**src/rtl/uart_tx_fifo.sv**
```systemverilog
// rtl/uart_tx_fifo.sv - buffered UART transmitter: write FIFO feeding a clken-paced frame serialiser
module uart_tx_fifo #(
    parameter int DATA_BITS   = 8,
    parameter int FIFO_DEPTH  = 4,
    parameter int PARITY_MODE = 0,
    parameter int STOP_BITS   = 1
) (
    input  logic                        clk_50m,
    input  logic                        rst_n,
    input  logic                        clken,
    input  logic [DATA_BITS-1:0]        data_in,
    input  logic                        wr_en,
    output logic                        tx,
    output logic                        tx_busy,
    output logic                        tx_full,
    output logic [$clog2(FIFO_DEPTH):0] fifo_count,
    output logic                        overflow
);
    localparam int AW = $clog2(FIFO_DEPTH);
    localparam int CW = AW + 1;
    localparam int BW = $clog2(DATA_BITS);
    localparam logic [CW-1:0] DEPTH_C   = CW'(FIFO_DEPTH);
    localparam logic [BW-1:0] LAST_BIT  = BW'(DATA_BITS - 1);
    localparam logic [1:0]    LAST_STOP = 2'(STOP_BITS - 1);
    localparam logic          ODD       = (PARITY_MODE == 2);

    typedef enum logic [2:0] {
        IDLE   = 3'd0,
        START  = 3'd1,
        DATA   = 3'd2,
        PARITY = 3'd3,
        STOP   = 3'd4
    } state_t;

    logic [DATA_BITS-1:0] mem [FIFO_DEPTH];
    logic [AW-1:0]        wr_ptr, rd_ptr;
    logic [CW-1:0]        count_n;
    logic                 wr_accept, pop;

    state_t               state, state_n;
    logic [DATA_BITS-1:0] shift, shift_n;
    logic [BW-1:0]        bit_cnt, bit_n;
    logic [1:0]           stop_cnt, stop_n;
    logic                 par, par_n, tx_n;

    // A pop in the same cycle never frees space for a write to a full FIFO.
    assign wr_accept = wr_en && (fifo_count != DEPTH_C);
    assign tx_busy   = (state != IDLE);

    always_ff @(posedge clk_50m) begin
        if (wr_accept) mem[wr_ptr] <= data_in;
    end

    always_comb begin
        count_n = fifo_count;
        if (wr_accept && !pop)      count_n = fifo_count + CW'(1);
        else if (!wr_accept && pop) count_n = fifo_count - CW'(1);
    end

    always_ff @(posedge clk_50m or negedge rst_n) begin
        if (!rst_n) begin
            wr_ptr     <= '0;
            rd_ptr     <= '0;
            fifo_count <= '0;
            tx_full    <= 1'b0;
            overflow   <= 1'b0;
        end else begin
            if (wr_accept) wr_ptr <= wr_ptr + AW'(1);
            if (pop)       rd_ptr <= rd_ptr + AW'(1);
            fifo_count <= count_n;
            tx_full    <= (count_n == DEPTH_C);
            overflow   <= wr_en && !wr_accept;
        end
    end

    always_ff @(posedge clk_50m or negedge rst_n) begin
        if (!rst_n) begin
            state    <= IDLE;
            tx       <= 1'b1;
            shift    <= '0;
            bit_cnt  <= '0;
            stop_cnt <= '0;
            par      <= 1'b0;
        end else begin
            state    <= state_n;
            tx       <= tx_n;
            shift    <= shift_n;
            bit_cnt  <= bit_n;
            stop_cnt <= stop_n;
            par      <= par_n;
        end
    end

    // Parity is computed from the whole payload at pop time, so the shifter can consume it LSB-first.
    always_comb begin
        state_n = state;
        tx_n    = tx;
        shift_n = shift;
        bit_n   = bit_cnt;
        stop_n  = stop_cnt;
        par_n   = par;
        pop     = 1'b0;
        case (state)
            IDLE: begin
                tx_n = 1'b1;
                if (fifo_count != '0) begin
                    pop     = 1'b1;
                    shift_n = mem[rd_ptr];
                    par_n   = (^mem[rd_ptr]) ^ ODD;
                    bit_n   = '0;
                    stop_n  = '0;
                    state_n = START;
                end
            end
            START: begin
                if (clken) begin
                    tx_n    = 1'b0;
                    state_n = DATA;
                end
            end
            DATA: begin
                if (clken) begin
                    tx_n    = shift[0];
                    shift_n = shift >> 1;
                    bit_n   = bit_cnt + BW'(1);
                    if (bit_cnt == LAST_BIT) state_n = (PARITY_MODE != 0) ? PARITY : STOP;
                end
            end
            PARITY: begin
                if (clken) begin
                    tx_n    = par;
                    state_n = STOP;
                end
            end
            STOP: begin
                if (clken) begin
                    tx_n   = 1'b1;
                    stop_n = stop_cnt + 2'd1;
                    if (stop_cnt == LAST_STOP) state_n = IDLE;
                end
            end
            default: begin
                tx_n    = 1'b1;
                state_n = IDLE;
            end
        endcase
    end
endmodule

```
**config.mk**
```make
export PLATFORM = sky130hd
export DESIGN_NAME = uart_tx_fifo
export DESIGN_NICKNAME = d
export VERILOG_FILES = /design/src/rtl/uart_tx_fifo.sv
export SDC_FILE = /design/constraint.sdc
export NUM_CORES = 1
export LEC_CHECK = 0
export ABC_AREA = 1
export CORE_MARGIN = 2
export CORE_UTILIZATION = 45
export DETAILED_ROUTE_END_ITERATION = 6
export PLACE_DENSITY = 0.67
export SETUP_SLACK_MARGIN = 0.2
export SKIP_CTS_REPAIR_TIMING = 1
export SYNTH_ARGS = -nofsm -noshare
export SYNTH_HDL_FRONTEND = slang
export SYNTH_SLANG_ARGS = --single-unit
```
**constraint.sdc**
```tcl
create_clock -name clk_50m -period 2 [get_ports clk_50m]
set_input_delay 0.2 -clock clk_50m [delete_from_list [all_inputs] [get_ports clk_50m]]
set_output_delay 0.2 -clock clk_50m [all_outputs]
set_load 0.01 [all_outputs]
```
==> reports/metrics.cfg, run 1 <==
[synthesis]
synth.distinct_cells=31
synth_seq_area_share=0.555
yosys-top-cells-area=edfxtp_1 33%, dfrtp_1 22%, nand2_1 16%
synth_nets=343
post-synth-top-count-cell=nand2_1
yosysTopAreaCellShare=0.326
async_flop_share=0.458
synth.avg_cell_area_um2=9.19
synth_ff_type=edfxtp_1
ys_top_cells_by_count=122 x nand2_1, 32 x edfxtp_1, 29 x inv_1
synth_edf_count=32
ys_ff_latch=59
synthCells=321
synth_top_cell_by_area=edfxtp_1
yosys_warnings=0
syn_area_um2=2950

[grt]
first_global_vias=2009
gr-total-overflow=0
grt_first_pass_wirelength_um=9200
grt.total_usage=0.168
grt_max_degree=28
antenna_found_initial=0

[placement]
dpl_cell_area_um2=3240
portBuffers=18
dp_hpwl_um=3770
gp_congestion=0.766

[routing]
wl_met3_um=215
avgViaCountPerCell=4.84
drc_errors=0
initialDrtViolationCount=98
vias=2091
ant_nets=0
wl_met1_um=2380
wl_met2_um=2530
dr.pass1.iters=4
highest_layer=met4
wl_per_cell_um=12.2
wirelength_um=5270

[run]
maxCapViolCount=0

[sta]
tns_ps=0
setup_viol=0
fin_skew_ps=6.50
max_freq_mhz=576
maxSlewViolCount=0
rsz0062_at_grt=yes
fin_crit_sh=0.868
hold_violations=0
period_minus_slack_ps=1740
worst_pin_slew_ps=428
max_slew_margin=0.715

[finish]
antenna_cells=0
fill_cells=535
seq_area_um2=1640
drive_above_1_share=0.141
multi_input_area_um2=1120
nets=372
stdcell_area_um2=3490
area_delta_synth_final_pct=18.2
fin_util=0.549

[floorplan]
fp-row-count=29
core_um2=6350
start_util=0.464
die-area_um2=7220
die_w_um=85.0
ios=19
die_y_um=85.0

[setup_path]
crit_buf_inv=1
crit_family=buffers and inverters
critPathMaxStageDelay_ps=610
cp.arrival_ps=1540
end_kind=output pin
worstSetupPathType=flop to output pin
critical-path-slowest-cell=clkdlybuf4s50_1
start_kind=flop
required_ps=1800
path_cells=clkdlybuf4s50_1
cp_max_fo=8

[clock_tree]
clk_pin_slew_ps=70
clk_latency_ps=350
root_buffer=clkbuf_8
cts_buffer_depth=2
clkSinkCount=59
numCtsBuffers=9
cts_tree=done
htreeDepth=3

[power]
leakagePower_nw=1.61
ir_drop_mv=0.895
p_per_area_nw_per_um2=1680

[run_status]
outcome=finished, final reports clean

[hold_path]
hold_class=primary input to async pin

-- stage by stage --
stage	setup WS [ps]	hold slack [ps]	cells	power [W]
5_1_grt	196	244	432	0.00642
3_5_place_dp	275	488	416	0.00460
2_1_floorplan	209	-95.6	321	0.00396
3_3_place_gp	308	485	416	0.00450
6_report	265	226	432	0.00587
4_1_cts	198	231	432	0.00590
-- path summary, 6_finish.rpt --
| check | startpoint | to | slack (ps) | cells past startpoint |
|---|---|---|---|---|
| worst min-delay path | rst_n | shift[1] | 230 | 2 |
| worst max-delay path | fifo_count[2] | fifo_count[2] | 260 | 1 |
| worst max register to register | fifo_count[0] | shift[0] | 330 | 9 |
| worst min register to register | bit_cnt[0] | bit_cnt[0] | 500 | 1 |
| max in group asynchronous | rst_n | tx | 1470 | 2 |
| min in group clk_50m | wr_en | overflow | 480 | 3 |
-- cell type report --
type | instances | share of cell area
clock buffers | 10 | 0.0366
repair buffers | 26 | 0.0732
inverters | 36 | 0.0402
clock inverters | 6 | 0.0298
flip-flops and latches | 59 | 0.471
well taps | 77 | 0.0276
multi-input cells | 218 | 0.322
-- registers in the layout, indices dropped and copies added (netlist names) --
signal      cells
mem            32
par             1
bit_cnt         3
shift           8
wr_ptr          2
fifo_count      3
rd_ptr          2
tx_full         1
overflow        1
stop_cnt        2
state           3
tx              1
-- per-layer routing --
layer / up-vias / global-route usage
li1: 1098 / -
met3: 13 / 0.0593
met4: 0 / 0.0880
met5: - / 0
met2: 36 / 0.261
met1: 944 / 0.205
-- report_power, final --
part | internal, W | switching [W] | total, W
sequential | 0.00169 | 0.000237 | 0.00193
clock | 0.000819 | 0.000461 | 0.00128
combinational | 0.000989 | 0.00167 | 0.00266
-- placed cells by master, fill, tap and decap left out, types with 6 or more instances in the layout --
cell	instances
a31oi_1	7
dfrtp_1	23
clkdlybuf4s50_1	17
inv_1	29
nand2_1	121
nor2_1	16
edfxtp_1	32
ha_1	9
buf_4	7
o21ai_0	11
clkbuf_8	9
inv_2	6
nand3_1	26
-- kinds of logic after synthesis --
logic type | share of synthesized area
buffers and inverters | 0.0675
XOR/XNOR | 0.0204
AO/OA/AOI/OAI | 0.0611
AND/OR/NAND/NOR | 0.253
adder cells (fa/ha/maj) | 0.0424
flip-flops | 0.555
Note: power is estimated with default switching activity, not from simulation.
==> run 2: changes to the inputs <==
Settings changed: ABC_AREA 1 to 0, MAX_ROUTING_LAYER set to met4, PLACE_DENSITY 0.67 to 0.68.
==> run 2 against run 1 <==
Effect of this change: combinational power shrank 5%; cell count shrank 31%; register-to-register slack lost 140 ps; via count shrank 25%; sequential cell count is the same; critical path type is now flop to flop; critical endpoint is now par; highest routed layer unchanged.
==> reports/metrics.cfg, run 2 <==
[run_status]
outcome=finished, final reports clean

[finish]
largest_reg_flops=32
final_cell_mix=32 x edfxtp_1, 23 x dfrtp_1, 18 x nand2_1, 17 x clkdlybuf4s50_1
nets=245
largest-register=mem
fin_util=0.585
instances_no_fill=300
multi_input_area_um2=991
fill_cells=443
layout_commonest_cell=edfxtp_1
reg.largest.list=mem: 32 flops, shift: 8 flops
drive_above_1_share=0.285
antenna_cells=0
seq_area_um2=1640
area_delta_synth_final_pct=23.5

[placement]
portBuffers=18
dp_cells=275
gp_congestion=0.765
dp_hpwl_um=3130

[clock_tree]
cts_buffer_depth=2
cts_tree=done
root_buffer=clkbuf_8
clk_pin_slew_ps=70
clk_latency_ps=330
numCtsBuffers=9
htreeDepth=3
clkSinkCount=59

[run]
maxCapViolCount=0

[routing]
ant_nets=0
avgViaCountPerCell=5.23
vias=1569
drc_errors=0
dr.pass1.iters=4
initialDrtViolationCount=64
wl_per_cell_um=15.5
wirelength_um=4640

[grt]
grt.total_usage=0.156
antenna_found_initial=0
first_global_vias=1523
gr-total-overflow=0
grt_first_pass_wirelength_um=7190
grt_max_degree=28

[setup_path]
path_cells=buf_12, mux4_2, xnor2_2, xnor2_2, xnor2_1, o21ai_1
end_kind=flop
cp.arrival_ps=2020
start_kind=flop
cp_max_fo=5
required_ps=2210
critPathMaxStageDelay_ps=550
critPathMostFrequentCell=xnor2_2
critical-path-slowest-cell=mux4_2
r2r_cells=6
worstSetupPathType=flop to flop

[sta]
max_slew_margin=0.549
fin_skew_ps=5.42
period_minus_slack_ps=1810
max_freq_mhz=554
hold_violations=0
fin_crit_sh=0.903
worst_pin_slew_ps=677
rsz0062_at_grt=yes
maxSlewViolCount=0
setup_viol=0

[synthesis]
synth_compound_area_frac=0.0584
yosys-top-cells-area=edfxtp_1 36%, dfrtp_1 24%, mux4_1 7.9%
synth_ff_type=edfxtp_1
muxShareOfSynthArea=0.117
synth_top_family_by_area=multiplexers
synth.distinct_cells=36
syn_area_um2=2660
yosysTopAreaCellShare=0.361
synth_nets=207
ys_ff_latch=59
yosys_warnings=0
synthCells=185
async_flop_share=0.458
synth_seq_area_share=0.616
synth_edf_count=32
synth.avg_cell_area_um2=14.4
synthXorXnorAreaFrac=0.0428
yosys.area_share.simple=0.0776
ys_top_cells_by_count=32 x edfxtp_1, 26 x dfrtp_1, 18 x nand2_1
synth_top_cell_by_area=edfxtp_1
synthAdderAreaFrac=0.0551
post-synth-top-count-cell=edfxtp_1

[hold_path]
hold_class=primary input to async pin

[power]
ir_drop_mv=0.794
leakagePower_nw=1.29
p_per_area_nw_per_um2=1680

[floorplan]
core_um2=5610
die_w_um=80.9
die-area_um2=6540
ios=19
die_y_um=80.9
fp-row-count=27
start_util=0.474

==> run 2: through the flow <==
stage	setup TNS, ps	hold slack (ps)	area (µm²)	power (W)	setup WS [ps]
after floorplan	0	-95.6	2670	0.00347	248
after global placement	-128	464	2940	0.00389	-76.6
after detailed placement	-1190	473	2940	0.00401	-173
after CTS	-1200	245	3130	0.00506	-151
after global routing	0	274	3280	0.00589	129
final	0	240	3280	0.00552	194
==> run 2: worst max-delay path: cells and delay by family, from the launching register on <==
family / cells / cell delay, ps
buffers and inverters: 1 / 130
xor gates and xnor gates: 3 / 530
AOI/OAI and AO/OA: 1 / 80
DFF: 1 / 400
muxes: 1 / 550
==> run 2: routing by layer <==
metal | wire [µm] | track usage | up-vias
met5 | 0 | - | -
met4 | 89 | 0.0915 | 0
met3 | 156 | 0.0411 | 11
met2 | 2420 | 0.247 | 31
met1 | 1970 | 0.180 | 780
li1 | - | - | 747
==> run 2: report_power, final <==
part	leakage, nW	switching (W)	internal, W
clock	0.0931	0.000467	0.000570
sequential	0.627	0.000247	0.00169
combinational	0.567	0.00120	0.00134
==> run 2: worst paths after layout <==
| check | from | endpoint | slack [ps] |
|---|---|---|---|
| min reg2reg | shift[5] | shift[5] | 500 |
| max | rd_ptr[0] | par | 190 |
| min in group clk_50m | shift[5] | shift[5] | 500 |
| max in group asynchronous | rst_n | tx | 1450 |
| max reg2reg | rd_ptr[0] | par | 190 |
| min | rst_n | tx_full | 240 |
==> run 2: layout make-up <==
cell class	count	area share
multi-input combinational	110	0.302
sequential	59	0.500
clock buffer	9	0.0377
inverter	8	0.00915
timing repair buffer	35	0.103
clock inverter	7	0.0206
tap	72	0.0274
==> run 2: kinds of logic (layout without fill, tap and decap cells) <==
| group | count (synthesis) | count (layout) |
|---|---|---|
| compound gates | 26 | 26 |
| xor+xnor | 13 | 13 |
| fa+ha+maj | 12 | 12 |
| buf+inv | 16 | 59 |
| flops | 59 | 59 |
| mux | 18 | 18 |
| simple gates | 41 | 41 |
